File: src/rtl/ibex_fault_pkg.sv
// Shared types and constants for the Ibex fault manager: health states,
// read-port register map and status-word field positions.
package ibex_fault_pkg;

    typedef enum logic [1:0] {
        FAULT_OK       = 2'd0,
        FAULT_DEGRADED = 2'd1,
        FAULT_FAILED   = 2'd2
    } fault_state_e;

    localparam logic [2:0] FAULT_ADDR_MAJ_CNT  = 3'd0;
    localparam logic [2:0] FAULT_ADDR_MIN_CNT  = 3'd1;
    localparam logic [2:0] FAULT_ADDR_SCRUB    = 3'd2;
    localparam logic [2:0] FAULT_ADDR_MAJ_MASK = 3'd3;
    localparam logic [2:0] FAULT_ADDR_MIN_MASK = 3'd4;
    localparam logic [2:0] FAULT_ADDR_STATUS   = 3'd5;

    localparam int unsigned STATUS_STATE_LSB     = 0;
    localparam int unsigned STATUS_FIRST_VLD_BIT = 4;
    localparam int unsigned STATUS_FIRST_SRC_LSB = 8;

endpackage

File: src/rtl/ibex_fault_sat_cnt.sv
// Saturating accumulator: adds inc_i every cycle and sticks at all-ones.
// clr_i restarts accumulation from zero while still adding that cycle's inc_i.
module ibex_fault_sat_cnt #(
    parameter int unsigned Width    = 16,
    parameter int unsigned IncWidth = 4
) (
    input  logic                clk_i,
    input  logic                rst_ni,
    input  logic                clr_i,
    input  logic [IncWidth-1:0] inc_i,
    output logic [Width-1:0]    cnt_o
);

    // Sum is wide enough for whichever operand is wider, so a large increment
    // into a narrow counter still saturates instead of truncating.
    localparam int unsigned SumW = ((Width > IncWidth) ? Width : IncWidth) + 1;

    logic [Width-1:0] cnt_q;
    logic [Width-1:0] cnt_d;
    logic [Width-1:0] base_s;
    logic [SumW-1:0]  sum_s;

    // Next-count computation with saturation.
    always_comb begin
        base_s = '0;
        cnt_d  = cnt_q;
        if (clr_i) begin
            base_s = '0;
        end else begin
            base_s = cnt_q;
        end
        sum_s = SumW'(base_s) + SumW'(inc_i);
        if (sum_s > SumW'({Width{1'b1}})) begin
            cnt_d = {Width{1'b1}};
        end else begin
            cnt_d = sum_s[Width-1:0];
        end
    end

    // Counter register.
    always_ff @(posedge clk_i or negedge rst_ni) begin
        if (!rst_ni) begin
            cnt_q <= '0;
        end else begin
            cnt_q <= cnt_d;
        end
    end

    assign cnt_o = cnt_q;

endmodule

File: src/rtl/ibex_fault_mgr.sv
// Collects per-register error/scrub pulses from hardened Ibex registers into
// saturating counters, sticky masks, a first-fault capture and a health FSM.
module ibex_fault_mgr
    import ibex_fault_pkg::*;
#(
    parameter int unsigned NumSrc    = 8,
    parameter int unsigned CntWidth  = 16,
    parameter int unsigned MajThresh = 1
) (
    input  logic              clk_i,
    input  logic              rst_ni,
    input  logic [NumSrc-1:0] src_maj_err_i,
    input  logic [NumSrc-1:0] src_min_err_i,
    input  logic [NumSrc-1:0] src_scrub_i,
    input  logic              clear_i,
    input  logic              rd_req_i,
    input  logic [2:0]        rd_addr_i,
    output logic              rd_valid_o,
    output logic [31:0]       rd_data_o,
    output logic              alert_maj_o,
    output logic              first_vld_o,
    output logic [4:0]        first_src_o
);

    localparam int unsigned PcW  = $clog2(NumSrc + 1);
    localparam int unsigned SumW = ((CntWidth > PcW) ? CntWidth : PcW) + 1;
    localparam logic [CntWidth-1:0] MajThreshC = CntWidth'(MajThresh);

    function automatic logic [PcW-1:0] popcount(input logic [NumSrc-1:0] v);
        logic [PcW-1:0] n;
        n = '0;
        for (int i = 0; i < NumSrc; i++) begin
            n = n + PcW'(v[i]);
        end
        return n;
    endfunction

    function automatic logic [4:0] lowest_idx(input logic [NumSrc-1:0] v);
        logic [4:0] idx;
        idx = 5'd0;
        for (int i = NumSrc - 1; i >= 0; i--) begin
            if (v[i]) begin
                idx = 5'(i);
            end
        end
        return idx;
    endfunction

    // Mirrors the accumulator's next value so the FSM sees post-edge counts.
    function automatic logic [CntWidth-1:0] sat_next(input logic [CntWidth-1:0] cnt,
                                                      input logic [PcW-1:0]      inc,
                                                      input logic                clr);
        logic [SumW-1:0] s;
        if (clr) begin
            s = SumW'(inc);
        end else begin
            s = SumW'(cnt) + SumW'(inc);
        end
        if (s > SumW'({CntWidth{1'b1}})) begin
            return {CntWidth{1'b1}};
        end else begin
            return s[CntWidth-1:0];
        end
    endfunction

    logic [PcW-1:0]      maj_pc_s, min_pc_s, scrub_pc_s;
    logic [CntWidth-1:0] maj_cnt_s, min_cnt_s, scrub_cnt_s;
    logic [CntWidth-1:0] maj_nxt_s, min_nxt_s;
    logic [NumSrc-1:0]   maj_mask_q, maj_mask_d, min_mask_q, min_mask_d;
    logic                first_vld_q, first_vld_d;
    logic [4:0]          first_src_q, first_src_d;
    fault_state_e        state_q, state_d;
    logic                alert_q;
    logic                rd_valid_q;
    logic [31:0]         rd_data_q;
    logic [31:0]         rd_mux_s;
    logic [31:0]         status_s;

    assign maj_pc_s   = popcount(src_maj_err_i);
    assign min_pc_s   = popcount(src_min_err_i);
    assign scrub_pc_s = popcount(src_scrub_i);

    ibex_fault_sat_cnt #(.Width(CntWidth), .IncWidth(PcW)) u_maj_cnt (
        .clk_i (clk_i), .rst_ni(rst_ni), .clr_i(clear_i), .inc_i(maj_pc_s), .cnt_o(maj_cnt_s)
    );
    ibex_fault_sat_cnt #(.Width(CntWidth), .IncWidth(PcW)) u_min_cnt (
        .clk_i (clk_i), .rst_ni(rst_ni), .clr_i(clear_i), .inc_i(min_pc_s), .cnt_o(min_cnt_s)
    );
    ibex_fault_sat_cnt #(.Width(CntWidth), .IncWidth(PcW)) u_scrub_cnt (
        .clk_i (clk_i), .rst_ni(rst_ni), .clr_i(clear_i), .inc_i(scrub_pc_s), .cnt_o(scrub_cnt_s)
    );

    assign maj_nxt_s = sat_next(maj_cnt_s, maj_pc_s, clear_i);
    assign min_nxt_s = sat_next(min_cnt_s, min_pc_s, clear_i);

    // Masks, first-fault capture and health state next-values.
    always_comb begin
        maj_mask_d  = maj_mask_q;
        min_mask_d  = min_mask_q;
        first_vld_d = first_vld_q;
        first_src_d = first_src_q;
        state_d     = state_q;

        if (clear_i) begin
            maj_mask_d  = src_maj_err_i;
            min_mask_d  = src_min_err_i;
            first_vld_d = |src_maj_err_i;
            first_src_d = lowest_idx(src_maj_err_i);
        end else begin
            maj_mask_d = maj_mask_q | src_maj_err_i;
            min_mask_d = min_mask_q | src_min_err_i;
            if (!first_vld_q && (|src_maj_err_i)) begin
                first_vld_d = 1'b1;
                first_src_d = lowest_idx(src_maj_err_i);
            end else begin
                first_vld_d = first_vld_q;
                first_src_d = first_src_q;
            end
        end

        // FAILED is sticky unless clear re-evaluates from the cleared counts.
        if (!clear_i && (state_q == FAULT_FAILED)) begin
            state_d = FAULT_FAILED;
        end else if (maj_nxt_s >= MajThreshC) begin
            state_d = FAULT_FAILED;
        end else if (min_nxt_s != '0) begin
            state_d = FAULT_DEGRADED;
        end else begin
            state_d = FAULT_OK;
        end
    end

    // Status word and read-address decode over the current register values.
    always_comb begin
        status_s = 32'd0;
        status_s[STATUS_STATE_LSB +: 2]     = state_q;
        status_s[STATUS_FIRST_VLD_BIT]      = first_vld_q;
        status_s[STATUS_FIRST_SRC_LSB +: 5] = first_src_q;
        case (rd_addr_i)
            FAULT_ADDR_MAJ_CNT:  rd_mux_s = 32'(maj_cnt_s);
            FAULT_ADDR_MIN_CNT:  rd_mux_s = 32'(min_cnt_s);
            FAULT_ADDR_SCRUB:    rd_mux_s = 32'(scrub_cnt_s);
            FAULT_ADDR_MAJ_MASK: rd_mux_s = 32'(maj_mask_q);
            FAULT_ADDR_MIN_MASK: rd_mux_s = 32'(min_mask_q);
            FAULT_ADDR_STATUS:   rd_mux_s = status_s;
            default:             rd_mux_s = 32'd0;
        endcase
    end

    // Fault-tracking state and registered alert.
    always_ff @(posedge clk_i or negedge rst_ni) begin
        if (!rst_ni) begin
            maj_mask_q  <= '0;
            min_mask_q  <= '0;
            first_vld_q <= 1'b0;
            first_src_q <= 5'd0;
            state_q     <= FAULT_OK;
            alert_q     <= 1'b0;
        end else begin
            maj_mask_q  <= maj_mask_d;
            min_mask_q  <= min_mask_d;
            first_vld_q <= first_vld_d;
            first_src_q <= first_src_d;
            state_q     <= state_d;
            alert_q     <= (state_d == FAULT_FAILED);
        end
    end

    // Read port: one-cycle response, data held between requests.
    always_ff @(posedge clk_i or negedge rst_ni) begin
        if (!rst_ni) begin
            rd_valid_q <= 1'b0;
            rd_data_q  <= 32'd0;
        end else begin
            rd_valid_q <= rd_req_i;
            if (rd_req_i) begin
                rd_data_q <= rd_mux_s;
            end else begin
                rd_data_q <= rd_data_q;
            end
        end
    end

    assign rd_valid_o  = rd_valid_q;
    assign rd_data_o   = rd_data_q;
    assign alert_maj_o = alert_q;
    assign first_vld_o = first_vld_q;
    assign first_src_o = first_src_q;

endmodule
File: config.mk
export PLATFORM = sky130hd
export DESIGN_NAME = ibex_fault_mgr
export DESIGN_NICKNAME = d
export VERILOG_FILES = /design/src/rtl/ibex_fault_pkg.sv /design/src/rtl/ibex_fault_sat_cnt.sv /design/src/rtl/ibex_fault_mgr.sv
export SDC_FILE = /design/constraint.sdc
export NUM_CORES = 1
export LEC_CHECK = 0
export ABC_AREA = 0
export CAP_MARGIN = 20
export CORE_MARGIN = 8
export CORE_UTILIZATION = 55
export DETAILED_ROUTE_END_ITERATION = 10
export DONT_BUFFER_PORTS = 1
export PLACE_DENSITY = 0.68
export SLEW_MARGIN = 30
export SYNTH_ARGS = -nofsm -noshare
export SYNTH_HDL_FRONTEND = slang
export SYNTH_HIERARCHICAL = 1
export SYNTH_SLANG_ARGS = --single-unit
File: constraint.sdc
create_clock -name clk_i -period 7.9 [get_ports clk_i]
set_input_delay 0.395 -clock clk_i [delete_from_list [all_inputs] [get_ports clk_i]]
set_output_delay 0.395 -clock clk_i [all_outputs]
set_load 0.02 [all_outputs]
## Word level (Yosys, flattened, before mapping)

Index checks and enable logic that the tools add are counted.

| storage, ports and cells | value |
|---|---|
| flip-flop bits (word level) | 106 |
| input port bits | 31 |
| output and inout port bits | 40 |
| word-level logic and storage cells | 88 |

| cells by class | value |
|---|---|
| add/subtract/negate cells | 26 |
| magnitude comparators | 6 |
| equal/unequal tests | 7 |
| muxes and demuxes | 28 |
| bitwise gates (word level) | 2 |
| reductions and logical operators | 8 |

Operator list:

| operator | number |
|---|---|
| $mux W16 | 8 |
| $pmux W16 S6 | 1 |
| $add A16 B4 Y17 | 5 |
| $gt A17 B16 Y1 const B | 5 |
| $add A4 B1 Y4 | 12 |
| $mux W5 | 9 |
| $mux W17 | 2 |
| $ge A16 B1 Y1 const B | 1 |
| $mux W8 | 2 |
| $or A8 B8 Y8 | 2 |
| $reduce_bool A16 Y1 | 1 |
| $add A3 B1 Y4 | 3 |
| $add A2 B1 Y3 | 3 |
| $reduce_or A8 Y1 | 1 |
| $add A1 B1 Y2 | 3 |
| $eq A3 B2 Y1 const B | 2 |
| $eq A3 B3 Y1 const B | 2 |
| $eq A2 B2 Y1 const B | 2 |
| $mux W2 | 2 |
| $eq A3 B1 Y1 const B | 1 |
| $logic_not A3 Y1 | 1 |
| $mux W1 | 3 |
| $mux W3 | 1 |
| $logic_and A1 B1 Y1 | 2 |
| other kinds (2) | 3 |

## Logic depth before layout (Yosys ltp)

| depth | value |
|---|---|
| depth after elaboration | 16 |
| mapped depth | 15 |

## Hierarchy

Netlist, hierarchy kept.

By module, submodules not included:

| module | times used | cells each | area an instance (µm²) |
|---|---|---|---|
| ibex_fault_mgr | 1 | 389 | 3,577.2 |
| ibex_fault_sat_cnt | 3 | 112 | 1,031.0 |

## Worst setup path after synthesis

No wires, ideal clock.

| path | value |
|---|---|
| kind | input-to-reg |
| from | input src_min_err_i[0] |
| to | register state_q[0] |
| arrival | 4.542 ns |
| required time | 7.762 ns |
| path slack | 3.221 ns |
| stages | 15 |
| path buffers | 0 |
| cells stage by stage | fa_1 inv_1 fa_1 fa_1 inv_1 ha_1 fa_1 inv_1 fa_1 nand2b_1 a211oi_1 o311ai_0 a211o_1 o41ai_2 a22oi_1 |

| on the way | value |
|---|---|
| cells in the longest elaborated chain, start to end | 15 |

Ends and longest elaborated chain:

| element | line | source |
|---|---|---|
| start: declaration | ibex_fault_mgr.sv:13 | `input logic [NumSrc-1:0] src_min_err_i,` |
| $add A1 B1 Y2 * | ibex_fault_mgr.sv:33 | `n = n + PcW'(v[i]);` |
| $add A2 B1 Y3 * | ibex_fault_mgr.sv:33 |  |
| $add A3 B1 Y4 * | ibex_fault_mgr.sv:33 |  |
| $add A4 B1 Y4 * (4 in series) | ibex_fault_mgr.sv:33 |  |
| via min_pc_s[1] | ibex_fault_mgr.sv:66 | `logic [PcW-1:0] maj_pc_s, min_pc_s, scrub_pc_s;` |
| $add A16 B4 Y17 | ibex_fault_mgr.sv:57 | `s = SumW'(cnt) + SumW'(inc);` |
| $mux W17 * | ibex_fault_mgr.sv:54 | `if (clr) begin` |
| $gt A17 B16 Y1 | ibex_fault_mgr.sv:59 | `if (s > SumW'({CntWidth{1'b1}})) begin` |
| $mux W16 * | ibex_fault_mgr.sv:59 |  |
| $reduce_bool A16 Y1 * | ibex_fault_mgr.sv:126 | `end else if (min_nxt_s != '0) begin` |
| $mux W1 * | ibex_fault_mgr.sv:126 |  |
| $mux W2 * | ibex_fault_mgr.sv:124 | `end else if (maj_nxt_s >= MajThreshC) begin` |
| $mux W2 * | ibex_fault_mgr.sv:122 | `if (!clear_i && (state_q == FAULT_FAILED)) begin` |
| via state_d[0] | ibex_fault_mgr.sv:72 | `fault_state_e state_q, state_d;` |
| end signal: assignment | ibex_fault_mgr.sv:164 | `state_q <= state_d;` |
| end: declaration | ibex_fault_mgr.sv:72 |  |

The timed path passes the listed nets; every way through them passes the cells marked *.
A chain may end at the register's enable or synchronous reset.

## Worst setup path in the final report

| path | value |
|---|---|
| from | input src_scrub_i[0] |
| to | register u_scrub_cnt.cnt_q[9] (netlist: u_scrub_cnt/cnt_o[9]) |

| on the way | value |
|---|---|
| cells in the longest elaborated chain, start to end | 10 |

Ends and longest elaborated chain:

| element | line | source |
|---|---|---|
| start: declaration | ibex_fault_mgr.sv:14 | `input logic [NumSrc-1:0] src_scrub_i,` |
| $add A1 B1 Y2 * | ibex_fault_mgr.sv:33 |  |
| $add A2 B1 Y3 * | ibex_fault_mgr.sv:33 |  |
| $add A3 B1 Y4 * | ibex_fault_mgr.sv:33 |  |
| $add A4 B1 Y4 * (4 in series) | ibex_fault_mgr.sv:33 |  |
| via scrub_pc_s[1] | ibex_fault_mgr.sv:66 |  |
| $add A16 B4 Y17 * | ibex_fault_sat_cnt.sv:32 | `sum_s = SumW'(base_s) + SumW'(inc_i);` |
| $gt A17 B16 Y1 | ibex_fault_sat_cnt.sv:33 | `if (sum_s > SumW'({Width{1'b1}})) begin` |
| $mux W16 * | ibex_fault_sat_cnt.sv:33 |  |
| via u_scrub_cnt.cnt_d[9] | ibex_fault_sat_cnt.sv:19 | `logic [Width-1:0] cnt_d;` |
| end signal: assignment | ibex_fault_sat_cnt.sv:45 | `cnt_q <= cnt_d;` |
| end: declaration | ibex_fault_sat_cnt.sv:18 | `logic [Width-1:0] cnt_q;` |

Marks and branches as above.

==> results.md <==
* Router iterations before antenna repair at 9
* Boundary Pins at 71
* Crit path max fanout at 12
* Top FF cell, synth: dfrtp_1
* Synth top area cells: dfrtp_1, ha_1, fa_1
* Setup TNS at 0 ps
* Count of yosys warnings during synthesis at 6
* Synth cell types at between 60 and 70
* Final nets at 789
* Post-synth EDFFs at 0
* Reg-to-Reg Start: u_scrub_cnt/cnt_o[0]
* Tightest Pin Transition at roughly 800 ps
* Endpoints failing setup at 0
* Final Max Slew Viols at 0
* Post-CTS resize count at 0
* Final Total Pwr at 1671 uW
* Wire length per cell at approximately 20 um
* Fin crit share at 58.30%
* Area share of the leading cell type in the synthesized netlist at 33.01%
* Max Cap Viol at 0
* R2R Path End: u_scrub_cnt/cnt_o[9]
* Status: complete, no violations
* Crit. End Element: flip-flop
* Clock sink count at 88
* CTS root buf: clkbuf_16
* Drt drc at 0
* Antenna violations before repair at 0
* Worst Hold Class: primary input to flip-flop
* Vias in the first global route at 5308
* Die Y at 126.1 um
* Largest net degree at the start of global routing at 89
* Hold_sp: rd_req_i
* Remaining Overflow, GRT at 0
* Worst hold stages at 0
* CTS tree: done
* Core area at ~12000 um2
* Row count at 40
* Synthesized flop and latch total at approximately 90
* Worst skew pair latency at 350 ps
* First-pass GRT wire length at 28230 um
* Most common cell after layout, fill and taps aside: dfrtp_1
* Num CTS Buffers at 9
* Seq/Total Area, Yosys at 33.01%
* Share of cells above drive strength 1 at under 10%
* Final ANT Viol Nets at 0
* Port Buffers at 0
* H-tree levels at 3
* Synth Instances at 725
* Final Hold Viols at 0
* Yosys top cell by area: dfrtp_1
* Critical path class: primary input to flip-flop
* Pleak at 0.003020 uW
* Critical path arrival at roughly 4900 ps
* WHS Endpoint: rd_valid_o
* Startpoint Class: primary input
* Fillers at 1043
* RSZ-0062 raised after global routing: false
* Peak VDD IR at 161.1 uV
* Crit path required time at between 8000 and 9000 ps
* Hpwl dp at 12360 um
* Reg2reg path depth at 8
* Total number of vias at 5548
* Flop-to-flop setup slack at ~5000 ps
* Fmax at around 0.22 GHz
* Total GRT Usage at 21.97%
* Pwr dens at roughly 240 nW/um2
* DR iter-0 viols at 430
* Synth Cell Area at 6670 um2
* Final min period at 4606 ps
* Async S/R FF share, synth at 100.0%
* Clock Path Buffers at 2
* Most frequent cells in the layout: dfrtp_1, inv_1, nor2_1
* DIE AREA at roughly 16000 um2
* Worst-path clk slew at ~70 ps
* Syn-to-layout area delta at 5.534%
* Rel. slew slack at roughly 48%
* Initial Util at 56.00%
* Mean Syn Cell Area at between 9 and 10 um2
* Clk_skew at 4.787 ps
* Final wirelength at 17190 um
* GPL Wtd Cong at 0.8935
* ANT cells at 0
* Die width at around 130 um
* Via/cell ratio at 6.429
-- registers in the layout (all words and copies together), names as in the netlist --
register / count
state_q: 2
maj_mask_q: 8
u_maj_cnt/cnt_o: 16
rd_valid_o: 1
u_min_cnt/cnt_o: 16
alert_maj_o: 1
first_src_o: 3
rd_data_o: 16
u_scrub_cnt/cnt_o: 16
first_vld_o: 1
min_mask_q: 8
-- report_power, final --
part / internal [uW] / switching, uW / total (uW)
clock: 280 / 197 / 477
combinational: 266 / 332 / 598
sequential: 510 / 86.0 / 596
total: 1060 / 615 / 1670
-- area by class of cell --
type / count / area [um2] / area share (%)
clock buffers: 9 / 225.2 / 3.199
clock inverters: 7 / 101.3 / 1.440
inverters: 70 / 262.8 / 3.733
multi-input cells: 540 / 4026 / 57.20
flip-flops and latches: 88 / 2202 / 31.28
well taps: 147 / 183.9 / 2.613
repair buffers: 2 / 37.54 / 0.5332
-- synth_stat cells (13+ instances only) --
library cell,n
dfrtp_1,88
inv_1,70
nor2_1,43
ha_1,30
nand3_1,30
a21oi_1,28
o21ai_0,28
nor2b_1,27
a21o_1,26
nand2b_1,21
buf_4,18
a211oi_1,17
fa_1,17
nand2_1,17
a22oi_1,14
and3_1,14
clkbuf_1,14
and2_1,13
-- repair_timing --
item,CTS,global route
hold buffers,2,0
hold endpoints to repair,88,0
buffers inserted,0,0
-- per-layer routing --
layer  global-route usage [%]  wire, um
met5                        0         0
met4                    7.219       264
met3                    5.105      1232
met2                    35.09      8061
met1                    28.79      7629
-- worst max-delay path by stage --
stage	from	endpoint	slack [ps]	depth (start not counted)
2_1_floorplan	src_min_err_i[0]	state_q[0]	3220	15
3_3_place_gp	src_min_err_i[0]	state_q[0]	3040	15
3_5_place_dp	src_min_err_i[0]	state_q[0]	3010	15
4_1_cts	src_scrub_i[0]	u_scrub_cnt/cnt_o[9]	3350	13
5_1_grt	src_scrub_i[0]	u_scrub_cnt/cnt_o[2]	3040	13
6_report	src_scrub_i[0]	u_scrub_cnt/cnt_o[9]	3290	13
-- kinds of logic (layout without fill, tap and decap cells) --
family          count (synthesis)  after routing  synth area share (%)
mux                            23             23                 4.164
fa+ha+maj                      47             47                 10.73
xor+xnor                       23             23                 3.020
compound gates                198            198                 21.33
simple gates                  231            231                 20.11
buf+inv                       114             88                 7.578
flops                          88             88                 33.01
other cells                     1             18               0.05622
-- critical path, stage by stage --
cell and delay (ps):
fa_1 530, inv_1 50, fa_1 450, fa_1 490, inv_1 40, ha_1 190
fa_1 520, inv_1 70, fa_1 460, nand2b_1 200, a21oi_1 630, nand3_1 590
o211ai_1 250
-- through the flow --
stage	cell area [um2]	instances	setup WS (ps)	util, %	hold WS [ps]
floorplan	6734	742	3221	-	99.41
global placement	6675	845	3042	56.04	103.5
detailed placement	6675	845	3013	56.04	103.7
CTS	7039	863	3354	59.10	59.78
global route	7039	863	3041	59.10	56.45
finish	7039	863	3294	59.10	66.80
No activity file was read; power rests on OpenSTA's default activity.
